===== src/rtl/fpga_template_pkg.sv =====
// Shared definitions for the ping-pong drain controller.
// Holds the drain FSM state encoding and the default read latency of the
// ping-pong buffer RAM, so that the controller and any neighbouring blocks
// agree on both.
package fpga_template_pkg;

  // Default number of cycles from a stable read address to valid read data.
  localparam int RD_LAT_DEFAULT = 2;

  // Drain FSM states: idle, waiting out the read latency, presenting a beat.
  typedef enum logic [1:0] {
    S_IDLE = 2'd0,
    S_WAIT = 2'd1,
    S_OUT  = 2'd2
  } drain_state_e;

endpackage


===== src/rtl/pingpong_drain_ctrl.sv =====
// Ping-pong buffer drain controller.
// When a half-buffer fills (buffer_ready_i), the controller reads its DEPTH
// samples one at a time and presents each as a beat on a valid/ready stream.
// The last beat of a complete frame carries m_last_o.
//
// Ports:
//   clk_i, rst_i       clock and synchronous active-high reset
//   enable_i           allows a new frame to start; frames arriving while low
//                      are counted in drop_count_o (saturating)
//   buffer_ready_i     one-cycle pulse: a half-buffer is full, read ptr at 0
//   read_enable_i      buffer has readable data
//   read_data_i        sample at the current buffer read address
//   read_ack_o         one-cycle pulse advancing the buffer read address
//   m_data_o/m_valid_o/m_ready_i/m_last_o   downstream stream
//   busy_o             controller is not idle
//   frame_count_o      completed frames (wraps)
//   overrun_o          sticky: a new buffer arrived while a frame was draining
//   drop_count_o       frames ignored while enable_i was low (saturates)
module pingpong_drain_ctrl
  import fpga_template_pkg::*;
#(
  parameter int WIDTH  = 16,
  parameter int DEPTH  = 256,
  parameter int RD_LAT = RD_LAT_DEFAULT
) (
  input  logic             clk_i,
  input  logic             rst_i,
  input  logic             enable_i,
  input  logic             buffer_ready_i,
  input  logic             read_enable_i,
  input  logic [WIDTH-1:0] read_data_i,
  output logic             read_ack_o,
  output logic [WIDTH-1:0] m_data_o,
  output logic             m_valid_o,
  input  logic             m_ready_i,
  output logic             m_last_o,
  output logic             busy_o,
  output logic [15:0]      frame_count_o,
  output logic             overrun_o,
  output logic [7:0]       drop_count_o
);

  localparam int IDX_W = (DEPTH > 1) ? $clog2(DEPTH) : 1;
  localparam int CNT_W = $clog2(RD_LAT + 2);

  localparam logic [IDX_W-1:0] IDX_LAST    = IDX_W'(DEPTH - 1);
  // read_ack_o is registered, so the buffer address moves at the end of the
  // first OUT cycle. The first WAIT cycle lets that address settle, and the
  // next RD_LAT cycles cover the RAM latency. Capturing at count RD_LAT gives
  // one beat every RD_LAT+2 cycles.
  localparam logic [CNT_W-1:0] CNT_CAPTURE = CNT_W'(RD_LAT);

  drain_state_e     state_q, state_d;
  logic [IDX_W-1:0] idx_q, idx_d;
  logic [CNT_W-1:0] cnt_q, cnt_d;
  logic [WIDTH-1:0] data_q, data_d;
  logic             valid_q, valid_d;
  logic             ack_q, ack_d;
  logic             trunc_q, trunc_d;
  logic             overrun_q, overrun_d;
  logic [15:0]      frame_q, frame_d;
  logic [7:0]       drop_q, drop_d;

  // State and output registers. Reset returns everything to idle/zero and
  // discards any beat in flight.
  always_ff @(posedge clk_i) begin
    if (rst_i) begin
      state_q   <= S_IDLE;
      idx_q     <= '0;
      cnt_q     <= '0;
      data_q    <= '0;
      valid_q   <= 1'b0;
      ack_q     <= 1'b0;
      trunc_q   <= 1'b0;
      overrun_q <= 1'b0;
      frame_q   <= '0;
      drop_q    <= '0;
    end else begin
      state_q   <= state_d;
      idx_q     <= idx_d;
      cnt_q     <= cnt_d;
      data_q    <= data_d;
      valid_q   <= valid_d;
      ack_q     <= ack_d;
      trunc_q   <= trunc_d;
      overrun_q <= overrun_d;
      frame_q   <= frame_d;
      drop_q    <= drop_d;
    end
  end

  // Next-state logic for the drain FSM and its counters.
  // A beat is "truncated" when a new buffer arrives while that beat is on
  // the stream. It still completes its handshake, but without m_last_o, and
  // the drain then restarts at index 0 of the new buffer.
  always_comb begin
    state_d   = state_q;
    idx_d     = idx_q;
    cnt_d     = cnt_q;
    data_d    = data_q;
    valid_d   = valid_q;
    ack_d     = 1'b0;
    trunc_d   = trunc_q;
    overrun_d = overrun_q;
    frame_d   = frame_q;
    drop_d    = drop_q;

    unique case (state_q)
      S_IDLE: begin
        if (buffer_ready_i) begin
          if (enable_i) begin
            state_d = S_WAIT;
            idx_d   = '0;
            cnt_d   = '0;
          end else if (drop_q != 8'hFF) begin
            drop_d = drop_q + 8'd1;
          end
        end
      end

      S_WAIT: begin
        if (buffer_ready_i) begin
          overrun_d = 1'b1;
          idx_d     = '0;
          cnt_d     = '0;
        end else if (cnt_q == CNT_CAPTURE) begin
          // The counter holds here until the buffer reports readable data.
          if (read_enable_i) begin
            data_d  = read_data_i;
            ack_d   = 1'b1;
            valid_d = 1'b1;
            state_d = S_OUT;
          end
        end else begin
          cnt_d = cnt_q + CNT_W'(1);
        end
      end

      S_OUT: begin
        if (m_ready_i) begin
          valid_d = 1'b0;
          trunc_d = 1'b0;
          cnt_d   = '0;
          if ((idx_q == IDX_LAST) && !trunc_q) begin
            // A buffer arriving on the final handshake is a clean back-to-back
            // frame, not an overrun.
            frame_d = frame_q + 16'd1;
            idx_d   = '0;
            if (buffer_ready_i && enable_i) begin
              state_d = S_WAIT;
            end else begin
              state_d = S_IDLE;
              if (buffer_ready_i && (drop_q != 8'hFF)) begin
                drop_d = drop_q + 8'd1;
              end
            end
          end else begin
            state_d = S_WAIT;
            if (trunc_q || buffer_ready_i) begin
              idx_d = '0;
              if (buffer_ready_i) begin
                overrun_d = 1'b1;
              end
            end else begin
              idx_d = idx_q + IDX_W'(1);
            end
          end
        end else if (buffer_ready_i) begin
          overrun_d = 1'b1;
          trunc_d   = 1'b1;
        end
      end

      default: begin
        state_d = S_IDLE;
      end
    endcase
  end

  assign read_ack_o    = ack_q;
  assign m_data_o      = data_q;
  assign m_valid_o     = valid_q;
  assign m_last_o      = valid_q && (idx_q == IDX_LAST) && !trunc_q;
  assign busy_o        = (state_q != S_IDLE);
  assign frame_count_o = frame_q;
  assign overrun_o     = overrun_q;
  assign drop_count_o  = drop_q;

endmodule

===== config.mk =====
export PLATFORM = sky130hd
export DESIGN_NAME = pingpong_drain_ctrl
export DESIGN_NICKNAME = d
export VERILOG_FILES = /design/src/rtl/fpga_template_pkg.sv /design/src/rtl/pingpong_drain_ctrl.sv
export SDC_FILE = /design/constraint.sdc
export NUM_CORES = 1
export LEC_CHECK = 0
export BUFFER_PORTS_ARGS = -buffer_cell sky130_fd_sc_hd__buf_2
export CORE_UTILIZATION = 28
export CTS_CLUSTER_DIAMETER = 80
export DETAILED_ROUTE_END_ITERATION = 10
export REMOVE_ABC_BUFFERS = 1
export SYNTH_ARGS = -nofsm -noshare
export SYNTH_HDL_FRONTEND = slang
export SYNTH_SLANG_ARGS = --single-unit

===== constraint.sdc =====
create_clock -name clk_i -period 3.8 [get_ports clk_i]
set_input_delay 0.19 -clock clk_i [delete_from_list [all_inputs] [get_ports clk_i]]
set_output_delay 0.19 -clock clk_i [all_outputs]
set_load 0.02 [all_outputs]

==> impl_results.md <==
* CTS tree: yes
* Post-synth top area share at 45.1%
* Critical-path top delay cell: or4_1
* Die area at 0.00925 mm²
* P_leak at 0.00127 µW
* Setup TNS at 0 ps
* Hold-fix buffers, CTS at 0
* Tot GR Track Use at 11.9%
* Via/cell ratio at 4.65
* Die X at 96.2 µm
* Seq cells post-synth at 56
* Total CTS buffers at 5
* Vias in the first global route at 1793
* Commonest cells in the netlist: 56 x dfxtp_1, 46 x nand2_1, 40 x nor2_1, 19 x a21oi_1, 15 x xnor2_1
* Post-DP HPWL at 3980 µm
* Max IR drop VDD at 0.169 mV
* CTS max path bufs at 2
* Hold Violations, Final at 0
* Ys async rst share at 0%
* Htree depth at 2
* Area leader, netlist: dfxtp_1
* Buffers added on ports at 66
* Vias at 2142
* First-pass GRT wire length at 8610 µm
* P&R area growth vs syn at 21.6%
* CP Class: reg2reg
* Switching part of the total at 27.0%
* Grt total ovfl at 0
* Pins over their slew limit at 0
* Pin count of the biggest net entering global routing at 55
* Seq/Total Area, Yosys at 45.1%
* Hold_ws at 109 ps
* Internal power at 866 µW
* Clk pwr share at 33.2%
* 1st-iter DRT viols at 76
* CP endpoint kind: flip-flop
* Post-route ant nets at 0
* Ant. Diodes at 0
* Cell with the most instances after synthesis: dfxtp_1
* Final min period at 2300 ps
* Pwr Density at 393 mW/mm²
* Clk_skew at 8.58 ps
* Post-CTS sizing at 0
* Register share of total power at 52.2%
* Initial core utilization at 29.6%
* Cell chain of the critical path: inv_1 > ha_1 > nand2b_1 > o2111ai_1 > or3_1 > or4_1 > a21oi_1
* RSZ-0062 raised after global routing: no
* CP arrival at 2530 ps
* Worst Setup Start Kind: flip-flop
* Gate power share at 14.6%
* Post-synthesis instance total at 292
* Fmax at 435 MHz
* Routed len/inst at 11.8 µm
* Hold crit path type: in2reg
* Antenna violations before repair at 0
* Outcome: complete, no violations
* Crit path largest cell delay at 470 ps
* Slew HR at 28.0%
* Worst-path fanout max at 10
* Worst R2R Setup Slack at 1500 ps
* Clock Latency Late Sink at 300 ps
* Core Region at 0.00838 mm²
* Core Rows at 33
* CTS sink cnt at 56
* Final setup violating endpoints at 0
* # Max-Cap Violations at 0
* Post-Syn Area per Cell at 8.51 µm²
* DP Cell Count at 453
* Distinct cells, synth at 39
* Drc violations at 0
* Layout cells sized above 1 at 22.2%
* Slew @ Worst Pin at 1080 ps
* Clock-pin slew on the worst setup and hold paths at 110 ps
* Top post-synthesis cells by area: dfxtp_1 45%, nand2_1 7.0%, nor2_1 6.0%
* Primary FF master, synth: dfxtp_1
* 1st-pass router iterations at 4
* CP required at 4030 ps
* Filler cell count at 905
* Total Wirelength at 5440 µm
* # Post-CTS Setup Buffers at 0
* Nets at 385
* Io pins at 67
* GPL Wtd Cong at 0.803
* Psw at 321 µW
* Syn. warnings at 0
* Final Cycle Share at 60.5%
* Die Y at 96.2 µm
* Mapped cell area at 0.00248 mm²
* Clk root buf: clkbuf_8
* EDFF count, synth at 0
* Layout Cells excl Fill at 461
## worst max-delay path, delay by kind of cell, from the launching register on
family	cells	cell delay, ps
adder cells (fa/ha/maj)	1	310
AO/OA/AOI/OAI	2	390
buffers and inverters	1	80
flip-flops	1	390
AND/OR/NAND/NOR	3	1070
## layer usage
| layer | GRT usage (%) | part of all wire (%) | vias up |
|---|---|---|---|
| li1 | - | - | 1128 |
| met5 | 0 | 0 | - |
| met4 | 2.24 | 0.31 | 0 |
| met2 | 18.3 | 44 | 43 |
| met3 | 2.61 | 4.2 | 2 |
| met1 | 17.0 | 52 | 969 |
## final cells by class
type,count,area (µm²),area share [%]
multi-input cells,217,1290,42.8
flip-flops and latches,56,1120,37.1
repair buffers,66,330,10.9
well taps,105,131,4.35
clock buffers,5,68.8,2.28
clock inverters,3,42.5,1.41
inverters,9,33.8,1.12
## cell families (layout without fill, tap and decap cells)
family / count (synthesis) / count (layout) / synth area share [%]
AOI/OAI and AO/OA: 36 / 36 / 8.87
xor gates and xnor gates: 23 / 23 / 8.11
and+or+nand+nor: 145 / 145 / 29.0
adders and majority gates: 8 / 8 / 4.03
DFF: 56 / 56 / 45.1
buffers and inverters: 19 / 83 / 2.87
muxes: 5 / 5 / 2.02
## power groups by stage
stage               Sequential [µW]  Combinational [µW]  Clock [µW]
detailed placement              633                 173           0
finish                          620                 173         394
floorplan                       641                 107           0
CTS                             620                 175         409
global route                    623                 197         431
global placement                632                 173           0
## path summary, 6_finish.rpt
path,startpoint,endpoint,cells after the start
max,state_q[0]$_SDFFE_PP0P_,drop_count_o[7]$_SDFFE_PP0P_,7
min,read_data_i[12],m_data_o[12]$_SDFFE_PP0P_,3
max reg2reg,state_q[0]$_SDFFE_PP0P_,drop_count_o[7]$_SDFFE_PP0P_,7
min reg2reg,m_data_o[4]$_SDFFE_PP0P_,m_data_o[4]$_SDFFE_PP0P_,2
## cells in the final DEF, fill, tap and decap left out, drive strengths merged, types with 6 or more instances in the layout
| cell | Yosys | routed |
|---|---|---|
| xnor2 | 15 | 15 |
| nand4 | 9 | 9 |
| nor4 | 6 | 6 |
| ha | 8 | 8 |
| xor2 | 8 | 8 |
| nand3 | 12 | 12 |
| buf | 0 | 66 |
| inv | 9 | 9 |
| a21oi | 19 | 19 |
| nor2 | 40 | 40 |
| dfxtp | 56 | 56 |
| nand2 | 46 | 46 |
## state kept, by name (all words and copies together) (netlist names)
| signal | flops |
|---|---|
| frame_count_o | 16 |
| m_data_o | 16 |
| drop_count_o | 8 |
| idx_q | 8 |
| cnt_q | 2 |
| state_q | 2 |
| m_valid_o | 1 |
| overrun_o | 1 |
| read_ack_o | 1 |
| trunc_q | 1 |
## stage by stage
step | utilization [%] | setup WS (ps) | instance area (µm²) | power, µW
final | 36.0 | 1500 | 3020 | 1190
after global routing | 36.0 | 1250 | 3020 | 1250
after floorplan | - | 1680 | 2450 | 749
after CTS | 36.0 | 1480 | 3020 | 1200
after global placement | 34.7 | 1580 | 2910 | 805
after detailed placement | 34.7 | 1510 | 2910 | 807
No activity file was read; power rests on OpenSTA's default activity.
